### src/rtl/csi2_pkg.sv
// Shared CSI-2 / D-PHY receive definitions: sync byte, lane byte type and
// the byte-alignment state encoding.
package csi2_pkg;

  // D-PHY leader/sync byte (LSB-first on the wire: 0001_1101)
  localparam logic [7:0] DPHY_SYNC_BYTE = 8'hB8;

  typedef logic [7:0] lane_byte_t;

  typedef enum logic [2:0] {
    IDLE_S    = 3'd0,
    FIRST_S   = 3'd1,
    SEARCH_S  = 3'd2,
    ALIGNED_S = 3'd3,
    ERR_S     = 3'd4
  } align_state_t;

endpackage

### src/rtl/dphy_sync_search.sv
// Combinational sync-byte finder over a 16-bit window of two lane words.
// Candidate k is window[k+7:k]; when several offsets match, the lowest wins.
module dphy_sync_search
  import csi2_pkg::*;
#(
  parameter lane_byte_t SYNC_BYTE = DPHY_SYNC_BYTE
) (
  input  logic [15:0] window_i,
  output logic        match_o,
  output logic [2:0]  offset_o
);

  logic [7:0] w_hit;

  for (genvar gi = 0; gi < 8; gi++) begin : g_cand
    assign w_hit[gi] = (window_i[gi +: 8] == SYNC_BYTE);
  end

  assign match_o = |w_hit;

  // Priority encode: scan from the top so the lowest matching offset is left
  always_comb begin
    offset_o = 3'd0;
    for (int i = 7; i >= 0; i--) begin
      if (w_hit[i]) offset_o = i[2:0];
    end
  end

endmodule

### src/rtl/dphy_byte_align.sv
// Per-lane D-PHY byte aligner: hunts for the sync byte at any of 8 bit
// offsets inside the HS window, locks to it and then emits aligned payload
// bytes. Raises a level error if no sync appears within SYNC_TIMEOUT bytes.
module dphy_byte_align
  import csi2_pkg::*;
#(
  parameter lane_byte_t SYNC_BYTE    = DPHY_SYNC_BYTE,
  parameter int         SYNC_TIMEOUT = 32
) (
  input  logic       clk_i,
  input  logic       srst_i,
  input  logic [7:0] hs_data_i,
  input  logic       hs_data_valid_i,
  output logic [7:0] byte_o,
  output logic       byte_valid_o,
  output logic       sync_o,
  output logic [2:0] bit_offset_o,
  output logic       align_err_o
);

  localparam int CNT_W = $clog2(SYNC_TIMEOUT + 1);
  localparam logic [CNT_W-1:0] CNT_LIMIT = CNT_W'(SYNC_TIMEOUT);

  align_state_t     r_state;
  lane_byte_t       r_prev_byte;
  logic [CNT_W-1:0] r_timeout_cnt;
  lane_byte_t       r_byte;
  logic             r_byte_valid;
  logic             r_sync;
  logic [2:0]       r_offset;
  logic             r_align_err;

  logic [15:0]      w_window;
  logic             w_match;
  logic [2:0]       w_match_off;
  lane_byte_t       w_aligned_byte;
  logic [CNT_W-1:0] w_cnt_inc;

  // Newest word on top: bit 0 of prev_byte is the earliest bit on the wire
  assign w_window       = {hs_data_i, r_prev_byte};
  assign w_aligned_byte = w_window[r_offset +: 8];
  // Saturating increment so the counter can never wrap past the limit
  assign w_cnt_inc      = (r_timeout_cnt == CNT_LIMIT) ? r_timeout_cnt
                                                       : r_timeout_cnt + 1'b1;

  dphy_sync_search #(
    .SYNC_BYTE (SYNC_BYTE)
  ) u_search (
    .window_i (w_window),
    .match_o  (w_match),
    .offset_o (w_match_off)
  );

  // Alignment FSM with registered outputs; window close overrides every state
  always_ff @(posedge clk_i or posedge srst_i) begin
    if (srst_i) begin
      r_state       <= IDLE_S;
      r_prev_byte   <= '0;
      r_timeout_cnt <= '0;
      r_byte        <= '0;
      r_byte_valid  <= 1'b0;
      r_sync        <= 1'b0;
      r_offset      <= 3'd0;
      r_align_err   <= 1'b0;
    end else begin
      r_sync <= 1'b0;
      if (hs_data_valid_i) r_prev_byte <= hs_data_i;

      if (!hs_data_valid_i) begin
        // Partial bytes straddling the close are simply dropped
        r_state       <= IDLE_S;
        r_byte_valid  <= 1'b0;
        r_align_err   <= 1'b0;
        r_timeout_cnt <= '0;
      end else begin
        case (r_state)
          IDLE_S: begin
            r_state       <= FIRST_S;
            r_byte_valid  <= 1'b0;
            r_timeout_cnt <= '0;
          end
          // prev_byte is stale from an earlier window, so only refill it here
          FIRST_S: r_state <= SEARCH_S;
          SEARCH_S: begin
            if (w_match) begin
              r_offset <= w_match_off;
              r_sync   <= 1'b1;
              r_state  <= ALIGNED_S;
            end else begin
              r_timeout_cnt <= w_cnt_inc;
              if (w_cnt_inc == CNT_LIMIT) begin
                r_state     <= ERR_S;
                r_align_err <= 1'b1;
              end
            end
          end
          ALIGNED_S: begin
            r_byte       <= w_aligned_byte;
            r_byte_valid <= 1'b1;
          end
          ERR_S: begin
            r_align_err  <= 1'b1;
            r_byte_valid <= 1'b0;
          end
          default: r_state <= IDLE_S;
        endcase
      end
    end
  end

  assign byte_o       = r_byte;
  assign byte_valid_o = r_byte_valid;
  assign sync_o       = r_sync;
  assign bit_offset_o = r_offset;
  assign align_err_o  = r_align_err;

endmodule

### config.mk
export PLATFORM = sky130hd
export DESIGN_NAME = dphy_byte_align
export DESIGN_NICKNAME = d
export VERILOG_FILES = /design/src/rtl/csi2_pkg.sv /design/src/rtl/dphy_sync_search.sv /design/src/rtl/dphy_byte_align.sv
export SDC_FILE = /design/constraint.sdc
export NUM_CORES = 1
export LEC_CHECK = 0
export CORE_MARGIN = 1
export CORE_UTILIZATION = 50
export CTS_CLUSTER_SIZE = 24
export DETAILED_ROUTE_END_ITERATION = 16
export GPL_TIMING_DRIVEN = 1
export HOLD_SLACK_MARGIN = 0.03
export PLACE_DENSITY_LB_ADDON = 0.25
export SYNTH_ARGS = -nofsm -noshare
export SYNTH_HDL_FRONTEND = slang
export SYNTH_SLANG_ARGS = --single-unit
### constraint.sdc
create_clock -name clk_i -period 2 [get_ports clk_i]
set_clock_uncertainty 0.05 [all_clocks]
set_input_delay 0.6 -clock clk_i [delete_from_list [all_inputs] [get_ports clk_i]]
set_output_delay 0.6 -clock clk_i [all_outputs]
set_load 0.03 [all_outputs]
==> impl_metrics.tcl, run 1 <==
set metrics [dict create \
    post_synth.cell_area_avg_um2 9.98 \
    start_util_pct 54.1 \
    synth_cell_types 53 \
    cp_slowest_cell "sky130_fd_sc_hd__clkdlybuf4s50_1" \
    sum_of_overflow_across_all_layers_after_global_routing 0 \
    first_global_vias 1628 \
    finalCriticalPeriod_ps 1940 \
    drt-wirelength-per-cell_um 14.6 \
    nFillCells 327 \
    cp_num_buf_inv 1 \
    worst_r2r_path_depth 5 \
    final.period_utilization_pct 97.1 \
    clock_path_buffers 2 \
    clock_tree_from_tritoncts "built" \
    hold_depth 2 \
    achievable-frequency_ghz 0.515 \
    grt_start_max_net_pins 32 \
    design.final.nets 267 \
    vias 1721 \
    internal_power_mw 1.36 \
    syn-cell-area_mm2 0.00206 \
    slew_headroom_pct 69.3 \
    floorplan.die.height_um 66.1 \
    mappedNetlistNets 219 \
    final_core_occ_pct 68.5 \
    ys_warn_count 0 \
    worst-path-max-fanout 2 \
    timing.hold.worst.class "register to register" \
    final_common_cell "sky130_fd_sc_hd__buf_4" \
    drt_pre_antenna_iters 4 \
    port_buffers 24 \
    htree_num_levels 2 \
    flow.area_growth_from_synthesis_pct 26.6 \
    cts_buffers 5 \
    detailedPlacementHpwl_um 3360 \
    postSynthRegisterBits 31 \
    path_class "register to output port" \
    placed_area_mm2 0.00249 \
    p_leak_nw 1.17 \
    seq_power_share_pct 40.4 \
    globalRouteTotalUtil_pct 23.4 \
    synth_edf_count 0 \
    synth_async_sr_flop_share_pct 100 \
    worstPathRequired_ps 1350 \
    final_area_mm2 0.00260 \
    finalHoldViolations 0 \
    peak_supply_drop_mv 0.321 \
    outcome "finished, final reports clean" \
    whs_ps 425 \
    setup_total_negative_slack_ps 0 \
    route.detailed.drc 0 \
    worst_ep_arrival_time_ps 1290 \
    power.switching_mw 0.738 \
    synth.yosys.seq_area_share_pct 37.7 \
    clkSlewWorstSetupHoldPaths_ps 60 \
    gp_congestion 0.872 \
    comb_power_share_pct 37.2 \
    power_density_mw_per_mm2 805 \
    chipWidth_um 66.1 \
    root_buffer "sky130_fd_sc_hd__clkbuf_8" \
    setup_viol 0 \
    clkPwrFrac_pct 22.4 \
    detailedRoute.firstIterationViolations 98 \
    initial_antenna_violation_count 0 \
    wl_um 4440 \
    crit_path_leading_delay_family "buffers and inverters" \
    clock_insertion_delay_worst_skew_ps 280 \
    grt_pass1_wl_um 7580 \
    start_kind "register" \
    viasPerCell 5.68 \
    timing_worst_slew_pin_value_ps 455 \
    post-place-cells 294 \
    ys.flop_type "sky130_fd_sc_hd__dfrtp_1" \
    crit_end_element "output port" \
    timing.critical_path.cells "clkdlybuf4s50_1" \
    max-cap-violations 0 \
    rsz0062_at_grt "false" \
    cell_count_after_synthesis 206 \
    final_antenna_net_count 0 \
    cpPeakStageDelay_ps 670 \
    final_cell_count_no_fill 303 \
    switching_share_pct 35.2 \
    num_rows 22 \
    cts.sink_count 31 \
    crit_cells 1 \
    most-common-layout-cells "sky130_fd_sc_hd__buf_4, sky130_fd_sc_hd__dfrtp_1, sky130_fd_sc_hd__nand2_1, sky130_fd_sc_hd__o21ai_0, sky130_fd_sc_hd__mux2i_1" \
    ios 25 \
    core_area_mm2 0.00380 \
    slew_viol_final 0 \
    drive_above_1_share_pct 30.6 \
    insertedDiodeCount 0 \
    die_area_mm2 0.00437 \
]
[area by class of cell]
| class | instances | area, um2 | area share (%) |
|---|---|---|---|
| Sequential cell | 31 | 778 | 29.9 |
| Clock buffer | 7 | 76.3 | 2.93 |
| Inverter | 7 | 26.3 | 1.01 |
| Tap cell | 48 | 60.1 | 2.31 |
| Multi-Input combinational cell | 156 | 1210 | 46.6 |
| Clock inverter | 1 | 5.00 | 0.192 |
| Timing Repair Buffer | 53 | 444 | 17.1 |
[repair_timing]
action	4_1_cts	5_1_grt
hold endpoints to repair	0	0
resized for setup	11	20
setup endpoints to repair	13	16
setup buffers	0	1
pin swaps	1	3
hold buffers	0	0
[flip-flops by register name (all words and copies together), names as in the netlist]
| name | cells |
|---|---|
| r_timeout_cnt | 6 |
| r_prev_byte | 8 |
| r_state | 3 |
| byte_valid_o | 1 |
| sync_o | 1 |
| bit_offset_o | 3 |
| align_err_o | 1 |
| byte_o | 8 |
[routing by layer]
layer,track usage (%),vias to the layer above,wire length (um)
li1,-,862,-
met1,31.0,812,2090
met2,36.7,39,2070
met3,6.21,8,208
met4,7.98,0,68
met5,0,-,0
[per-stage QoR]
step,setup WS (ps),power [mW]
after floorplan,38.0,1.33
after detailed placement,-624,1.64
after global routing,4.19,2.22
final,57.7,2.09
after global placement,-590,1.62
after CTS,2.52,2.12
[kinds of logic (layout without fill, tap and decap cells)]
logic type | Yosys count | in the layout | share of synthesized area [%]
flops | 31 | 31 | 37.7
simple gates | 69 | 69 | 21.3
buf+inv | 19 | 68 | 4.75
compound gates | 53 | 53 | 16.9
fa+ha+maj | 2 | 2 | 1.22
mux | 30 | 30 | 17.2
xor+xnor | 2 | 2 | 0.852
[cell usage after synthesis, drive strengths merged, types with 3 or more instances]
library cell   n  area [um2]
a21oi         13        65.1
a31o           4        35.0
and4bb         4        50.0
buf            8        56.3
clkbuf         4        15.0
dfrtp         31         776
inv            7        26.3
mux2          13         146
mux2i         14         140
mux4           3        67.6
nand2         24        90.1
nand3          5        30.0
nor2          10        53.8
nor3           5        30.0
nor4bb         5        56.3
o21ai         20         104
[worst paths after layout]
check | startpoint | end | slack, ps
setup reg to reg | r_timeout_cnt[1] | r_timeout_cnt[1] | 100
min in group asynchronous | srst_i | byte_valid_o | 660
max in group asynchronous | srst_i | r_prev_byte[7] | 930
hold / removal | byte_o[7] | byte_o[7] | 430
setup / recovery | byte_o[5] | byte_o[5] | 60
hold reg to reg | byte_o[7] | byte_o[7] | 430
[power by group through the flow]
stage	combinational [mW]	clock, mW	sequential (mW)
floorplan	0.327	0	1.00
CTS	0.781	0.488	0.848
global placement	0.770	0	0.850
finish	0.779	0.469	0.847
detailed placement	0.779	0	0.858
global route	0.850	0.509	0.864
No activity file was read; power rests on OpenSTA's default activity.
==> run 2: changes to the inputs <==
--- a/config.mk
+++ b/config.mk
@@ -5,6 +5,8 @@
 export SDC_FILE = /design/constraint.sdc
 export NUM_CORES = 1
 export LEC_CHECK = 0
+export ABC_CLOCK_PERIOD_IN_PS = 2000
+export CORE_ASPECT_RATIO = 2
 export CORE_MARGIN = 1
 export CORE_UTILIZATION = 50
 export CTS_CLUSTER_SIZE = 24
==> impl_metrics.tcl, run 2 (synthesis gave the netlist of run 1 again) <==
set metrics [dict create \
    crit_end_element "register" \
    most-common-layout-cells "sky130_fd_sc_hd__buf_4, sky130_fd_sc_hd__dfrtp_1, sky130_fd_sc_hd__nand2_1, sky130_fd_sc_hd__o21ai_0, sky130_fd_sc_hd__mux2i_1" \
    gp_congestion 0.880 \
    detailedPlacementHpwl_um 3940 \
    timing.critical_path.cells "clkdlybuf4s50_1 > nand4b_1 > nand3_2 > buf_4 > o31ai_1 > a21oi_1 > a31o_2" \
    worst_setup_path_endpoint "r_timeout_cnt[2]" \
    clkSlewWorstSetupHoldPaths_ps 70 \
    cts_buffers 5 \
    core_area_mm2 0.00388 \
    cp_num_buf_inv 2 \
    start_kind "input port" \
    worstReg2RegEnd "r_timeout_cnt[1]" \
    timing_worst_slew_pin_value_ps 639 \
    start_util_pct 52.9 \
    worst_ep_arrival_time_ps 2080 \
    clock_insertion_delay_worst_skew_ps 290 \
    die_area_mm2 0.00439 \
    quantity_of_hold_fixing_buffers_added_after_cts 0 \
    first_global_vias 1868 \
    drive_above_1_share_pct 34.9 \
    slew_viol_final 0 \
    setup_viol 0 \
    crit_path_leading_delay_family "buffers and inverters" \
    rr_startpoint "r_prev_byte[7]" \
    htree_num_levels 2 \
    seqCellArea_um2 777 \
    finalHoldViolations 0 \
    grt_pass1_wl_um 8350 \
    power_density_mw_per_mm2 884 \
    whs_ps 436 \
    grt_start_max_net_pins 32 \
    chipWidth_um 47.3 \
    design.final.nets 273 \
    route.detailed.drc 0 \
    cpPeakStageDelay_ps 440 \
    drt_pre_antenna_iters 4 \
    crit_cells 7 \
    wl_um 5480 \
    sum_of_overflow_across_all_layers_after_global_routing 0 \
    setup.worst_path.start "hs_data_i[6]" \
    multiInputGateArea_mm2 0.00124 \
    post-place-cells 302 \
    final_cell_count_no_fill 312 \
    vias 1837 \
    p_leak_nw 1.26 \
    insertedDiodeCount 0 \
    globalRouteTotalUtil_pct 26.9 \
    clock_path_buffers 2 \
    viasPerCell 5.89 \
    final_common_cell "sky130_fd_sc_hd__buf_4" \
    final_antenna_net_count 0 \
    worst-path-max-fanout 3 \
    nFillCells 299 \
    max-cap-violations 0 \
    cts.sink_count 31 \
    timing.reg2reg.setup_slack_ps 60 \
    worst_r2r_path_depth 6 \
    floorplan.die.height_um 92.7 \
    drt-wirelength-per-cell_um 17.6 \
    detailedRoute.firstIterationViolations 59 \
    worstPathRequired_ps 2130 \
    outcome "finished, final reports clean" \
    cp_slowest_cell "sky130_fd_sc_hd__clkdlybuf4s50_1" \
    ios 25 \
    path_class "input port to register" \
    achievable-frequency_ghz 0.513 \
    clock_tree_from_tritoncts "built" \
    flow.area_growth_from_synthesis_pct 33.0 \
    num_rows 32 \
    finalCriticalPeriod_ps 1950 \
    port_buffers 24 \
    final.period_utilization_pct 97.5 \
    peak_supply_drop_mv 0.600 \
    timing.hold.worst.class "register to register" \
    initial_antenna_violation_count 0 \
    root_buffer "sky130_fd_sc_hd__clkbuf_8" \
    slew_headroom_pct 56.9 \
]
[run 2: cell types whose count changed in the layout (fill, tap and decap cells not counted), sizes merged]
cell / before / now
clkinv: 1 / 0
clkinvlp: 0 / 1
dlygate4sd2: 0 / 2
clkbuf: 11 / 7
buf: 32 / 40
dlymetal6s2s: 5 / 7
clkdlybuf4s50: 12 / 8
bufinv: 0 / 2
[run 2: through the flow]
stage	TNS (ps)	utilization (%)	power [mW]	setup slack, ps	cell area (um2)
after floorplan	0	-	1.33	38.0	2060
after global placement	-8310	65.2	1.66	-707	2530
after detailed placement	-8670	65.2	1.68	-703	2530
after CTS	-67.5	69.7	2.44	-40.0	2710
after global routing	-48.5	70.4	2.54	-40.6	2740
final	0	70.4	2.42	49.8	2740
[run 2: cell type report]
cell class                      count  area share (%)
Clock inverter                      3            2.47
Clock buffer                        5            2.52
Multi-Input combinational cell    156            45.5
Inverter                            7           0.961
Timing Repair Buffer               59            17.8
Tap cell                           51            2.33
Sequential cell                    31            28.4
[run 2: worst min path at each step]
stage	start	end	slack, ps	cells after the start
after global routing	byte_o[2]	byte_o[2]	470	2
final	byte_o[0]	byte_o[0]	440	2
after detailed placement	byte_o[7]	byte_o[7]	420	2
after CTS	byte_o[7]	byte_o[7]	440	2
after floorplan	r_prev_byte[0]	r_prev_byte[0]	450	1
after global placement	byte_o[1]	byte_o[1]	410	2
[run 2: power breakdown]
group	leakage, nW	switching [mW]	internal (mW)
Sequential	0.398	0.0994	0.743
Combinational	0.799	0.444	0.380
Clock	0.0644	0.255	0.497
[run 2: timing repair]
item	in CTS	in global routing
setup endpoints to repair	16	17
gates resized for setup	20	22
setup buffers	1	1
hold endpoints to repair	0	0
pin swaps	3	7
[run 2: metal layers]
metal | GRT usage (%) | share of wire, % | vias up
li1 | - | - | 870
met1 | 24.9 | 34 | 905
met2 | 50.6 | 59 | 45
met3 | 4.09 | 2.4 | 17
met4 | 13.1 | 4.3 | 0
met5 | 0 | 0 | -
[run 2: tightest hold or removal path, stage by stage (launching register included)]
cell	delay, ps
sky130_fd_sc_hd__dfrtp_1	340
sky130_fd_sc_hd__nand2_1	50
sky130_fd_sc_hd__o21ai_0	60
==> run 3: changes to the inputs <==
--- a/config.mk
+++ b/config.mk
@@ -11,6 +11,7 @@
 export CORE_UTILIZATION = 50
 export CTS_CLUSTER_SIZE = 24
 export DETAILED_ROUTE_END_ITERATION = 16
+export GPL_ROUTABILITY_DRIVEN = 1
 export GPL_TIMING_DRIVEN = 1
 export HOLD_SLACK_MARGIN = 0.03
 export PLACE_DENSITY_LB_ADDON = 0.25
==> results of run 3 <==
Same layout as run 2: the final DEF is identical, and so are final timing and power.
